File: src/rtl/reg_cmd_reader_pkg.sv
// Shared definitions for the r29 command reader: command word field
// positions, opcodes, FSM state encodings and the queued command layout.
package reg_cmd_reader_pkg;

    localparam int OP_MSB = 31;
    localparam int OP_LSB = 28;
    localparam int N_MSB  = 23;
    localparam int N_LSB  = 0;
    localparam int OP_W   = OP_MSB - OP_LSB + 1;
    localparam int N_W    = N_MSB - N_LSB + 1;
    localparam int CMD_W  = OP_W + N_W;

    typedef enum logic [3:0] {
        OP_NOP   = 4'd0,
        OP_ON    = 4'd1,
        OP_OFF   = 4'd2,
        OP_BLINK = 4'd3,
        OP_CLEAR = 4'd4
    } op_e;

    typedef enum logic [2:0] {
        ST_IDLE   = 3'd0,
        ST_ON     = 3'd1,
        ST_OFF    = 3'd2,
        ST_BL_ON  = 3'd3,
        ST_BL_OFF = 3'd4
    } state_e;

    // What actually sits in the FIFO: reserved bits [27:24] are dropped.
    typedef struct packed {
        logic [OP_W-1:0] op;
        logic [N_W-1:0]  n;
    } cmd_t;

    // Only timed light actions are queued; CLEAR acts immediately and
    // every other opcode is discarded at capture.
    function automatic logic is_queued_op(input logic [OP_W-1:0] op);
        return (op == OP_ON) || (op == OP_OFF) || (op == OP_BLINK);
    endfunction

endpackage

File: src/rtl/reg_cmd_reader_if.sv
// Regfile write-port snoop bus.
//   we   : regfile write enable
//   rd   : regfile write index
//   data : regfile write data
// master = the regfile side driving the write, slave = the snooper.
interface reg_cmd_reader_if;
    logic        we;
    logic [4:0]  rd;
    logic [31:0] data;

    modport master (output we, rd, data);
    modport slave  (input  we, rd, data);
endinterface

File: src/rtl/reg_cmd_reader_cmd_fifo.sv
// cmd_fifo: small synchronous FIFO holding captured commands.
//   clk, reset_n : clock, synchronous active-low reset
//   push, din    : write request and data (accepted when not full, or
//                  when a pop frees a slot on the same edge)
//   pop, dout    : read request; dout shows the head combinationally
//   flush        : empties the FIFO, overrides push and pop
//   full, empty  : status flags
//   level        : number of stored entries, 0..DEPTH
// DEPTH must be a power of 2; pointers carry one extra wrap bit so that
// full and empty are distinguishable.
module cmd_fifo #(
    parameter int WIDTH = 28,
    parameter int DEPTH = 4
) (
    input  logic                     clk,
    input  logic                     reset_n,
    input  logic                     push,
    input  logic                     pop,
    input  logic                     flush,
    input  logic [WIDTH-1:0]         din,
    output logic [WIDTH-1:0]         dout,
    output logic                     full,
    output logic                     empty,
    output logic [$clog2(DEPTH):0]   level
);
    localparam int AW = $clog2(DEPTH);
    localparam logic [AW:0] PTR_ONE = {{AW{1'b0}}, 1'b1};

    logic [WIDTH-1:0] mem [DEPTH];
    logic [AW:0]      wr_ptr;
    logic [AW:0]      rd_ptr;
    logic             do_push;
    logic             do_pop;

    assign empty   = (wr_ptr == rd_ptr);
    assign full    = (wr_ptr[AW] != rd_ptr[AW]) &&
                     (wr_ptr[AW-1:0] == rd_ptr[AW-1:0]);
    assign level   = wr_ptr - rd_ptr;
    assign dout    = mem[rd_ptr[AW-1:0]];
    assign do_pop  = pop && !empty;
    assign do_push = push && (!full || do_pop);

    always_ff @(posedge clk) begin
        if (!reset_n || flush) begin
            wr_ptr <= '0;
            rd_ptr <= '0;
        end else begin
            if (do_push) wr_ptr <= wr_ptr + PTR_ONE;
            if (do_pop)  rd_ptr <= rd_ptr + PTR_ONE;
        end
    end

    always_ff @(posedge clk) begin
        if (do_push && !flush) mem[wr_ptr[AW-1:0]] <= din;
    end

endmodule

File: src/rtl/reg_cmd_reader.sv
// reg_cmd_reader: processor -> game light command path.
// Snoops regfile writes to CMD_REG, queues ON/OFF/BLINK commands and plays
// them out on the light as timed actions; CLEAR flushes and aborts at once.
//   clk, reset_n : processor clock, synchronous active-low reset
//   snoop        : regfile write-port snoop bus (slave)
//   light        : game light drive
//   busy         : FIFO non-empty or a command executing
//   done         : one-cycle pulse when a command completes normally
//   overflow     : sticky, a command was dropped on a full FIFO
//   fifo_level   : queued entries
//   status       : {overflow, busy, zeros, fifo_level} for software readback
//
// state     | meaning
// ST_IDLE   | no command running; pops and loads the FIFO head
// ST_ON     | light on for n units
// ST_OFF    | light off for n units
// ST_BL_ON  | on half of a blink period (BLINK_UNITS units)
// ST_BL_OFF | off half of a blink period; counts down remaining periods
module reg_cmd_reader
    import reg_cmd_reader_pkg::*;
#(
    parameter logic [4:0] CMD_REG     = 5'd29,
    parameter int         TICK_CYCLES = 25000,
    parameter int         BLINK_UNITS = 250,
    parameter int         FIFO_DEPTH  = 4
) (
    input  logic                          clk,
    input  logic                          reset_n,
    reg_cmd_reader_if.slave               snoop,
    output logic                          light,
    output logic                          busy,
    output logic                          done,
    output logic                          overflow,
    output logic [$clog2(FIFO_DEPTH):0]   fifo_level,
    output logic [31:0]                   status
);
    localparam int LW = $clog2(FIFO_DEPTH) + 1;
    localparam logic [31:0]    TICK_LAST  = 32'(TICK_CYCLES - 1);
    localparam logic [N_W-1:0] BLINK_LOAD = N_W'(BLINK_UNITS);
    localparam logic [N_W-1:0] N_ONE      = {{(N_W-1){1'b0}}, 1'b1};

    logic            cap;
    logic [OP_W-1:0] cap_op;
    cmd_t            cap_cmd;
    cmd_t            head;
    logic            is_push;
    logic            is_clear;
    logic            pop;
    logic            push_drop;
    logic            fifo_full;
    logic            fifo_empty;
    logic            unused_reserved;

    state_e          state;
    logic [31:0]     prescaler;
    logic [N_W-1:0]  unit_cnt;
    logic [N_W-1:0]  blink_cnt;
    logic            tick;
    logic            unit_last;

    assign cap       = snoop.we && (snoop.rd == CMD_REG);
    assign cap_op    = snoop.data[OP_MSB:OP_LSB];
    assign cap_cmd   = '{op: cap_op, n: snoop.data[N_MSB:N_LSB]};
    assign is_push   = cap && is_queued_op(cap_op);
    assign is_clear  = cap && (cap_op == OP_CLEAR);
    // CLEAR on the same edge suppresses the pop so the head is flushed, not run.
    assign pop       = (state == ST_IDLE) && !fifo_empty && !is_clear;
    assign push_drop = is_push && fifo_full && !pop;
    assign unused_reserved = ^snoop.data[27:24];

    cmd_fifo #(
        .WIDTH (CMD_W),
        .DEPTH (FIFO_DEPTH)
    ) u_fifo (
        .clk     (clk),
        .reset_n (reset_n),
        .push    (is_push),
        .pop     (pop),
        .flush   (is_clear),
        .din     (cap_cmd),
        .dout    (head),
        .full    (fifo_full),
        .empty   (fifo_empty),
        .level   (fifo_level)
    );

    assign tick      = (prescaler == TICK_LAST);
    assign unit_last = (unit_cnt == N_ONE);
    assign busy      = !fifo_empty || (state != ST_IDLE);
    assign status    = {overflow, busy, {(30-LW){1'b0}}, fifo_level};

    always_ff @(posedge clk) begin
        if (!reset_n) begin
            state     <= ST_IDLE;
            light     <= 1'b0;
            done      <= 1'b0;
            overflow  <= 1'b0;
            prescaler <= '0;
            unit_cnt  <= '0;
            blink_cnt <= '0;
        end else if (is_clear) begin
            state     <= ST_IDLE;
            light     <= 1'b0;
            done      <= 1'b0;
            overflow  <= 1'b0;
            prescaler <= '0;
            unit_cnt  <= '0;
            blink_cnt <= '0;
        end else begin
            done <= 1'b0;
            if (push_drop) overflow <= 1'b1;

            if (state != ST_IDLE) prescaler <= tick ? '0 : prescaler + 32'd1;

            case (state)
                ST_IDLE: begin
                    prescaler <= '0;
                    unit_cnt  <= '0;
                    if (pop) begin
                        if (head.n == '0) begin
                            done <= 1'b1;
                        end else begin
                            case (op_e'(head.op))
                                OP_ON: begin
                                    state    <= ST_ON;
                                    light    <= 1'b1;
                                    unit_cnt <= head.n;
                                end
                                OP_OFF: begin
                                    state    <= ST_OFF;
                                    light    <= 1'b0;
                                    unit_cnt <= head.n;
                                end
                                OP_BLINK: begin
                                    state     <= ST_BL_ON;
                                    light     <= 1'b1;
                                    unit_cnt  <= BLINK_LOAD;
                                    blink_cnt <= head.n;
                                end
                                default: ;
                            endcase
                        end
                    end
                end
                ST_ON, ST_OFF: begin
                    if (tick) begin
                        if (unit_last) begin
                            state <= ST_IDLE;
                            light <= 1'b0;
                            done  <= 1'b1;
                        end else begin
                            unit_cnt <= unit_cnt - N_ONE;
                        end
                    end
                end
                ST_BL_ON: begin
                    if (tick) begin
                        if (unit_last) begin
                            state    <= ST_BL_OFF;
                            light    <= 1'b0;
                            unit_cnt <= BLINK_LOAD;
                        end else begin
                            unit_cnt <= unit_cnt - N_ONE;
                        end
                    end
                end
                ST_BL_OFF: begin
                    if (tick) begin
                        if (unit_last) begin
                            if (blink_cnt == N_ONE) begin
                                state <= ST_IDLE;
                                done  <= 1'b1;
                            end else begin
                                state    <= ST_BL_ON;
                                light    <= 1'b1;
                                unit_cnt <= BLINK_LOAD;
                            end
                            blink_cnt <= blink_cnt - N_ONE;
                        end else begin
                            unit_cnt <= unit_cnt - N_ONE;
                        end
                    end
                end
                default: begin
                    state <= ST_IDLE;
                    light <= 1'b0;
                end
            endcase
        end
    end

endmodule

File: src/flat_wrapper.sv
// flat-port wrapper written by rule: the top's interface ports become plain ports
module reg_cmd_reader_flat import reg_cmd_reader_pkg::*;
#(
    parameter logic [4:0] CMD_REG     = 5'd29,
    parameter int         TICK_CYCLES = 25000,
    parameter int         BLINK_UNITS = 250,
    parameter int         FIFO_DEPTH  = 4
)
  (clk, reset_n, light, busy, done, overflow, fifo_level, status, snoop_we, snoop_rd, snoop_data);
  reg_cmd_reader_if snoop_i ();
  input  logic clk;
  input  logic reset_n;
  output logic light;
  output logic busy;
  output logic done;
  output logic overflow;
  output logic [$clog2(FIFO_DEPTH):0] fifo_level;
  output logic [31:0] status;
  input wire logic [$bits(snoop_i.we)-1:0] snoop_we;
  input wire logic [$bits(snoop_i.rd)-1:0] snoop_rd;
  input wire logic [$bits(snoop_i.data)-1:0] snoop_data;
  assign snoop_i.we = snoop_we;
  assign snoop_i.rd = snoop_rd;
  assign snoop_i.data = snoop_data;
  reg_cmd_reader #(.CMD_REG(CMD_REG), .TICK_CYCLES(TICK_CYCLES), .BLINK_UNITS(BLINK_UNITS), .FIFO_DEPTH(FIFO_DEPTH)) u_core (.clk(clk), .reset_n(reset_n), .snoop(snoop_i), .light(light), .busy(busy), .done(done), .overflow(overflow), .fifo_level(fifo_level), .status(status));
endmodule
File: config.mk
export PLATFORM = sky130hd
export DESIGN_NAME = reg_cmd_reader_flat
export DESIGN_NICKNAME = d
export VERILOG_FILES = /design/src/rtl/reg_cmd_reader_pkg.sv /design/src/rtl/reg_cmd_reader_if.sv /design/src/rtl/reg_cmd_reader_cmd_fifo.sv /design/src/rtl/reg_cmd_reader.sv /design/src/flat_wrapper.sv
export SDC_FILE = /design/constraint.sdc
export NUM_CORES = 1
export LEC_CHECK = 0
export CAP_MARGIN = 40
export CORE_MARGIN = 2
export CORE_UTILIZATION = 45
export CTS_BUF_LIST = sky130_fd_sc_hd__clkbuf_16
export DETAILED_ROUTE_END_ITERATION = 10
export PLACE_DENSITY_LB_ADDON = 0.25
export SLEW_MARGIN = 20
export SYNTH_ARGS = -nofsm -noshare
export SYNTH_HDL_FRONTEND = slang
export SYNTH_SLANG_ARGS = --single-unit
File: constraint.sdc
create_clock -name clk -period 4.89 [get_ports clk]
set_clock_uncertainty 0.15 [all_clocks]
set_input_delay 1.2225 -clock clk [delete_from_list [all_inputs] [get_ports clk]]
set_output_delay 1.2225 -clock clk [all_outputs]
set_load 0.02 [all_outputs]
==> impl_metrics.ini, run 1 <==
[finish]
layout.nets = 990
syn2layout_area_growth_pct = 13.1
final_layout_size_suffix_gt1_share_pct = 8.28
nFillCells = 1910
multi_input_area_mm2 = 0.00417
seq_area_mm2 = 0.00525
n_antenna_cell = 0

[clocking]
clk_pin_slew_ps = 60
root_buffer = clkbuf_16
holdBufCountCts = 0
cts_buffers = 23
h-tree-depth = 1
cts_tree = built
clkSinkCount = 206
clockBufferDepth = 3
post_cts_resized = 0
clock_latency_ps = 520
post_cts_buffers = 0

[pwr]
p_clk_share_pct = 41.4
cellLeakagePower_nw = 3.78
p_comb_share_pct = 13.7
switching_share_pct = 25.5
p_sw_w = 0.00105
p_int_w = 0.00308
power_density_mw_per_mm2 = 369
finalPower_w = 0.00413
seqPwrFrac_pct = 44.9
ir_worst_vdd_v = 0.000319

[timing]
worst_pin_slew_ps = 830
drv_slew = 0
fin_crit_ps = 3840
setup_viol = 0
finalCritPeriodShare_pct = 78.6
fmax_mhz = 260
fin_setup_tns_ps = 0
maxSlewHeadroom_pct = 44.6
finalHoldViolations = 0
rsz0062_at_grt = false

[route]
avgViaCountPerCell = 5.74
wl_met3_um = 1250
dr.pass1.iters = 6
wl_met1_um = 9770
routedWlPerCell_um = 17.8
ant_nets = 0
top_layer_used = met4
met2_length_um = 10100
num_vias = 7089
drt_iter0_markers = 499
drc = 0
routed_wl_um = 22000

[critical_path]
setup.worst_path.class = reg2out
critPathMaxFanout = 4
endpoint_kind = output port
r2r-end = u_core.blink_cnt[2]$_SDFFE_PP0P_
r2r_cells = 8
reg2reg_setup_slack_ps = 1400
cp.arrival_ps = 2470
start_kind = flip-flop
worst-endpoint-required_ps = 3520

[synth]
async_flop_share_pct = 0
seq_area_frac_synth_pct = 52.9
avgSynthCellArea_um2 = 11.1
synth_edf_count = 112
synth.most_common_cell = nor2_1
ys_warn_count = 0
yosysTopAreaCell = edfxtp_1
synth_common_cells = nor2_1 (129), edfxtp_1 (112), dfxtp_1 (94)
synthTopCellsByArea = edfxtp_1 (34%), dfxtp_1 (19%), nor2_1 (4.9%)
syn_inst = 895
synth_seq_cells = 206
synth_top_cell_area_share_pct = 33.9
yosysUniqueCellTypes = 75
synthesis.area_mm2 = 0.00991
synth-main-ff-cell = edfxtp_1

[global_routing]
antenna_found_initial = 0
grt_pass1_wl_um = 35300
grt_overflow = 0
grtUsageTotal_pct = 18.5
first_global_vias = 6700
grt_max_degree = 63

[status]
outcome = finished clean

[floorplanning]
floorplan.initialDensity_pct = 45.6
io_pins = 79
dieArea_mm2 = 0.0232
fp-row-count = 54
die_h_um = 152
fp.dieW_um = 152
core-area_mm2 = 0.0218

[place]
dp_hpwl_um = 14300
gp_congestion = 0.865
portBuffers = 47

[min_path]
min_to = u_core.prescaler[0]$_SDFFE_PP0N_
hp-class = reg2reg
min_delay_path_depth = 1
hp-start = u_core.prescaler[0]$_SDFFE_PP0N_

[run]
max_cap_viol_count = 0
## critical path, cell delays in order, from the launching register on
cell and delay (ps):
dfxtp_1 390, inv_1 110, ha_1 220, fa_1 370
xnor2_1 210, clkdlybuf4s50_1 640
## logic make-up after synthesis
family / share of synthesized area [%]
AO/OA/AOI/OAI: 10.8
XOR/XNOR: 4.15
adder cells (fa/ha/maj): 1.72
buffers and inverters: 6.06
flip-flops: 52.9
multiplexers: 6.97
other: 0.0378
AND/OR/NAND/NOR: 17.4
## power groups by stage
stage / Clock [W] / Combinational [W] / Sequential, W
3_3_place_gp: 0 / 0.000551 / 0.00189
3_5_place_dp: 0 / 0.000556 / 0.00189
6_report: 0.00171 / 0.000565 / 0.00186
4_1_cts: 0.00175 / 0.000560 / 0.00186
5_1_grt: 0.00182 / 0.000614 / 0.00186
2_1_floorplan: 0 / 0.000426 / 0.00189
## state kept, by name, indices dropped and copies added (netlist names), named ones only
name                  count
u_core.blink_cnt         24
u_core.u_fifo.wr_ptr      3
u_core.light              1
u_core.unit_cnt          24
u_core.u_fifo.rd_ptr      3
u_core.u_fifo.mem       112
u_core.done               1
u_core.state              3
u_core.overflow           1
u_core.prescaler         32
## routing by layer
layer / GRT usage, % / up-vias
met5: 0 / -
met2: 29.6 / 235
met1: 25.5 / 3421
li1: - / 3370
met4: 7.28 / 0
met3: 3.01 / 63
## placed cells by master, fill, tap and decap left out, types with 14 or more instances in the layout
cell and instances:
clkbuf_16 23, clkdlybuf4s50_1 47, nor4_1 29, dfxtp_1 94
conb_1 27, nand3_1 21, nand2_1 55, edfxtp_1 112
nor2_1 129, o21ai_0 49, nor3_1 29, xnor2_1 18
mux4_1 14, buf_4 17, a21oi_1 41, inv_1 26
xor2_1 29
## how the worst max path moves through the flow
stage / startpoint / slack [ps] / endpoint
floorplan: snoop_data[31] / 1130 / u_core.u_fifo.mem[3][0]$_DFFE_PP_
global placement: snoop_data[31] / 880 / u_core.blink_cnt[2]$_SDFFE_PP0P_
detailed placement: snoop_data[31] / 840 / u_core.blink_cnt[2]$_SDFFE_PP0P_
CTS: u_core.u_fifo.wr_ptr[0]$_SDFFE_PP0P_ / 1010 / status[2]
global route: u_core.u_fifo.wr_ptr[0]$_SDFFE_PP0P_ / 910 / fifo_level[2]
finish: u_core.u_fifo.wr_ptr[0]$_SDFFE_PP0P_ / 1050 / status[2]
## area by class of cell
| cell class | instances | area share (%) |
|---|---|---|
| Multi-Input combinational cell | 622 | 37.1 |
| Inverter | 17 | 0.569 |
| Clock inverter | 19 | 1.57 |
| Tap cell | 280 | 3.12 |
| Clock buffer | 23 | 5.13 |
| Timing Repair Buffer | 67 | 5.69 |
| Sequential cell | 206 | 46.8 |
## per-stage QoR
stage | cells | setup WS, ps | area [um2] | hold WS (ps) | utilization [%]
finish | 1234 | 1050 | 11200 | 314 | 51.6
global route | 1234 | 908 | 11200 | 328 | 51.6
CTS | 1232 | 1010 | 11200 | 318 | 51.5
detailed placement | 1190 | 841 | 10400 | 304 | 48.0
global placement | 1190 | 880 | 10400 | 298 | 48.0
floorplan | 921 | 1130 | 10000 | 280 | -
(Power assumes the default switching activity.)
==> run 2, diff against run 1 <==
- clock period: 4.89 -> 3.21 ns (I/O delays scaled with it)
==> run 2 against run 1 <==
  * Die area stayed put
  * Final cell count is 2.4% higher
  * Largest power group unchanged
  * Final area is 3.2% higher
==> impl_metrics.ini, run 2 (synthesis results as in run 1) <==
[status]
outcome = finished clean

[critical_path]
worst-endpoint-required_ps = 2260
critPathMaxFanout = 4
start_kind = flip-flop
cp.arrival_ps = 2150
r2r_cells = 11
setup.worst_path.class = reg2out
endpoint_kind = output port

[floorplanning]
dieArea_mm2 = 0.0232
io_pins = 79
fp.dieW_um = 152
core-area_mm2 = 0.0218
die_h_um = 152
floorplan.initialDensity_pct = 45.6
fp-row-count = 54

[run]
max_cap_viol_count = 0

[clocking]
clockBufferDepth = 3
clock_latency_ps = 510
root_buffer = clkbuf_16
h-tree-depth = 1
cts_tree = built
clkSinkCount = 206
clk_pin_slew_ps = 60
cts_buffers = 23

[finish]
syn2layout_area_growth_pct = 16.8
nFillCells = 1924
layout.nets = 1022
n_antenna_cell = 0
final_layout_size_suffix_gt1_share_pct = 11.9
final_common_cell = nor2_1
final_util_pct = 53.2
final_cell_mix = nor2_1 (129), edfxtp_1 (112), dfxtp_1 (93), nand2_1 (55), o21ai_0 (49)
largest_reg_flops = 112

[timing]
fin_setup_tns_ps = 0
maxSlewHeadroom_pct = 52.9
drv_slew = 0
rsz0062_at_grt = true
setup_viol = 0
fin_crit_ps = 3110
fin_ws_ps = 103
fmax_mhz = 322
finalCritPeriodShare_pct = 96.8
finalHoldViolations = 0
worst_pin_slew_ps = 698

[route]
ant_nets = 0
drc = 0
drt_iter0_markers = 556
routedWlPerCell_um = 17.7
avgViaCountPerCell = 5.67
routed_wl_um = 22300
num_vias = 7157
dr.pass1.iters = 5

[pwr]
finalPower_w = 0.00605
cellLeakagePower_nw = 3.98
ir_worst_vdd_v = 0.000469
power_density_mw_per_mm2 = 523

[place]
gp_congestion = 0.818
dp_hpwl_um = 15000
portBuffers = 47
dp_worst_setup_slack_ps = -11.9

[global_routing]
first_global_vias = 6665
grt_max_degree = 58
grtUsageTotal_pct = 18.6
grt_overflow = 0
antenna_found_initial = 0
grt_pass1_wl_um = 35500

[min_path]
hp-class = reg2reg
min_delay_path_depth = 1
==> run 2: cell types whose count changed in the layout (fill, tap and decap cells not counted), sizes merged <==
cell,previous run,this run
clkdlybuf4s50,47,41
bufinv,3,0
inv,28,24
dlygate4sd2,0,4
buf,19,51
clkinv,5,9
dlygate4sd1,0,2
==> run 2: final timing paths <==
path,from,endpoint,slack [ps]
max reg2reg,flip-flop,u_core.unit_cnt[12]$_SDFFE_PP0P_,150
min,u_core.prescaler[0]$_SDFFE_PP0N_,u_core.prescaler[0]$_SDFFE_PP0N_,320
min reg2reg,u_core.prescaler[0]$_SDFFE_PP0N_,u_core.prescaler[0]$_SDFFE_PP0N_,320
max,u_core.u_fifo.wr_ptr[0]$_SDFFE_PP0P_,status[2],100
==> run 2: routing by layer <==
metal	GRT usage, %	part of all wire [%]
met5	0	0
met4	6.13	3.1
met3	2.47	5.6
met2	29.7	47
met1	26.4	45
==> run 2: report_power, final <==
group | internal (W) | leakage, nW | switching [W] | total (W)
Combinational | 0.000393 | 1.87 | 0.000531 | 0.000924
Clock | 0.00129 | 0.341 | 0.00101 | 0.00229
Sequential | 0.00280 | 1.76 | 0.0000320 | 0.00283
==> run 2: worst max-delay path, stage by stage (launching register included) <==
cell	delay [ps]
dfxtp_1	390
inv_1	120
ha_1	220
fa_1	380
xnor2_1	180
dlygate4sd1_1	340
==> run 2: repair_timing <==
item	CTS	global route
cloned	0	1
gates resized for setup	6	8
setup endpoints to repair	6	30
setup buffers	0	1
hold buffers	0	0
pin swaps	0	1
==> run 2: cell type report <==
type | count | area, um2 | share of cell area [%]
clock buffers | 23 | 576 | 4.97
clock inverters | 16 | 68.8 | 0.594
inverters | 17 | 63.8 | 0.551
multi-input cells | 622 | 4190 | 36.2
flip-flops and latches | 206 | 5250 | 45.3
well taps | 280 | 350 | 3.03
repair buffers | 99 | 1080 | 9.36
==> run 2: through the flow <==
stage	instance area, um2	hold WS, ps	cells
floorplan	10000	280	921
global placement	10900	297	1222
detailed placement	10900	306	1222
CTS	11500	320	1261
global route	11600	360	1263
finish	11600	320	1263
==> run 3, diff against run 2 <==
- HOLD_SLACK_MARGIN: unset -> 0.12
- clock period: 3.21 -> 3.3 ns (I/O delays scaled with it)
==> run 3 against run 2 <==
  * Non-clock buffer count fell by 11
  * Global-route usage rose by 0.26 points
  * Via count fell by 0.73%
  * Sequential power fell by 3%
  * First-iteration DRC count fell by 23%
  * Critical path depth did not move
  * Count of clock-buffer cells in the layout rose by 1
  * Die area did not move
==> impl_metrics.ini, run 3 (synthesis results as in run 1) <==
[finish]
nFillCells = 1886
layout.nets = 1012
syn2layout_area_growth_pct = 16.4
n_antenna_cell = 0
seq_area_mm2 = 0.00525
multi_input_area_mm2 = 0.00417
final_common_cell = nor2_1
final_layout_size_suffix_gt1_share_pct = 11.1
largest_reg_flops = 112
final_util_pct = 53.0
final_cell_mix = nor2_1 (129), edfxtp_1 (112), dfxtp_1 (94), nand2_1 (55), o21ai_0 (49)

[global_routing]
use_met2_pct = 30.5
antenna_found_initial = 0
grt.met3_usage_pct = 2.59
first_global_vias = 6725
grt_max_degree = 36
grt_pass1_wl_um = 35800
grtUsageTotal_pct = 18.8
grt-busiest-layer = met2
grt_overflow = 0
met1_usage_pct = 26.3

[clocking]
cts_tree = built
holdBufCountCts = 0
clkSinkCount = 206
clk_pin_slew_ps = 60
root_buffer = clkbuf_16
clockBufferDepth = 3
clock_latency_ps = 540
h-tree-depth = 1
cts_buffers = 24

[floorplanning]
core-area_mm2 = 0.0218
io_pins = 79
dieArea_mm2 = 0.0232
fp-row-count = 54
floorplan.initialDensity_pct = 45.6
fp.dieW_um = 152
die_h_um = 152

[timing]
rsz0062_at_grt = false
fin_setup_tns_ps = 0
maxSlewHeadroom_pct = 49.9
drv_slew = 0
worst_pin_slew_ps = 742
finalCritPeriodShare_pct = 96.1
fin_crit_ps = 3170
setup_viol = 0
fin_ws_ps = 128
fmax_mhz = 315
holdWs_ps = 316
finalHoldViolations = 0

[run]
max_cap_viol_count = 0

[critical_path]
start_kind = flip-flop
setup.worst_path.class = reg2out
endpoint_kind = output port
cp.arrival_ps = 2200
worst-endpoint-required_ps = 2320
critPathMaxFanout = 4

[route]
ant_nets = 0
routed_wl_um = 22200
num_vias = 7105
avgViaCountPerCell = 5.66
drc = 0
routedWlPerCell_um = 17.6
dr.pass1.iters = 5
drt_iter0_markers = 428

[pwr]
power_density_mw_per_mm2 = 540
ir_worst_vdd_v = 0.000440
cellLeakagePower_nw = 3.95

[min_path]
hp-class = reg2reg

[place]
dp_worst_setup_slack_ps = 127
gp_congestion = 0.869
dp_hpwl_um = 14800
portBuffers = 47

[status]
outcome = finished clean
## run 3: cell count changes in the layout (fill, tap and decap cells not counted), moves of 3 or more
cell / before / now
bufinv_16: 0 / 3
nor4_2: 3 / 0
buf_4: 34 / 29
nor4_1: 26 / 29
buf_12: 17 / 12
## run 3: area by class of cell
cell class	instances	area share [%]
Clock inverter	19	1.61
Timing Repair Buffer	88	7.98
Tap cell	280	3.04
Sequential cell	206	45.5
Multi-Input combinational cell	622	36.2
Clock buffer	24	5.21
Inverter	17	0.553
## run 3: worst paths after layout
path / startpoint / endpoint / slack, ps / cells after the start
max reg2reg: flip-flop / u_core.blink_cnt[16]$_SDFFE_PP0P_ / 190 / 8
min reg2reg: u_core.prescaler[0]$_SDFFE_PP0N_ / u_core.prescaler[0]$_SDFFE_PP0N_ / 320 / 1
max: u_core.u_fifo.wr_ptr[0]$_SDFFE_PP0P_ / fifo_level[2] / 130 / 5
min: u_core.prescaler[0]$_SDFFE_PP0N_ / u_core.prescaler[0]$_SDFFE_PP0N_ / 320 / 1
## run 3: per-stage QoR
step | total power [W] | instance area, um2 | cells
2_1_floorplan | 0.00343 | 10000 | 921
3_3_place_gp | 0.00367 | 10700 | 1212
3_5_place_dp | 0.00368 | 10700 | 1212
4_1_cts | 0.00628 | 11500 | 1255
5_1_grt | 0.00646 | 11500 | 1256
6_report | 0.00623 | 11500 | 1256
## run 3: routing by layer
metal / routed length (um) / vias to the layer above
met5: 0 / -
met4: 655 / 0
met3: 1130 / 49
met2: 10300 / 203
met1: 10100 / 3430
li1: - / 3423
## run 3: power breakdown
part / switching, W / leakage (nW) / internal, W / total [W]
sequential: 0.0000290 / 1.76 / 0.00273 / 0.00275
clock: 0.00105 / 0.404 / 0.00156 / 0.00261
combinational: 0.000508 / 1.79 / 0.000355 / 0.000864
total: 0.00159 / 3.95 / 0.00464 / 0.00623
## run 3: worst max-delay path: stages (launching register included)
cell and delay (ps):
dfxtp_1 390, inv_1 130, ha_1 230, fa_1 370
xnor2_1 180, dlygate4sd2_1 360
## run 3: timing repair
item | 4_1_cts | 5_1_grt
gates resized for setup | 6 | 0
pin swaps | 0 | 2
buffers inserted | 0 | 1
setup endpoints to repair | 6 | 7
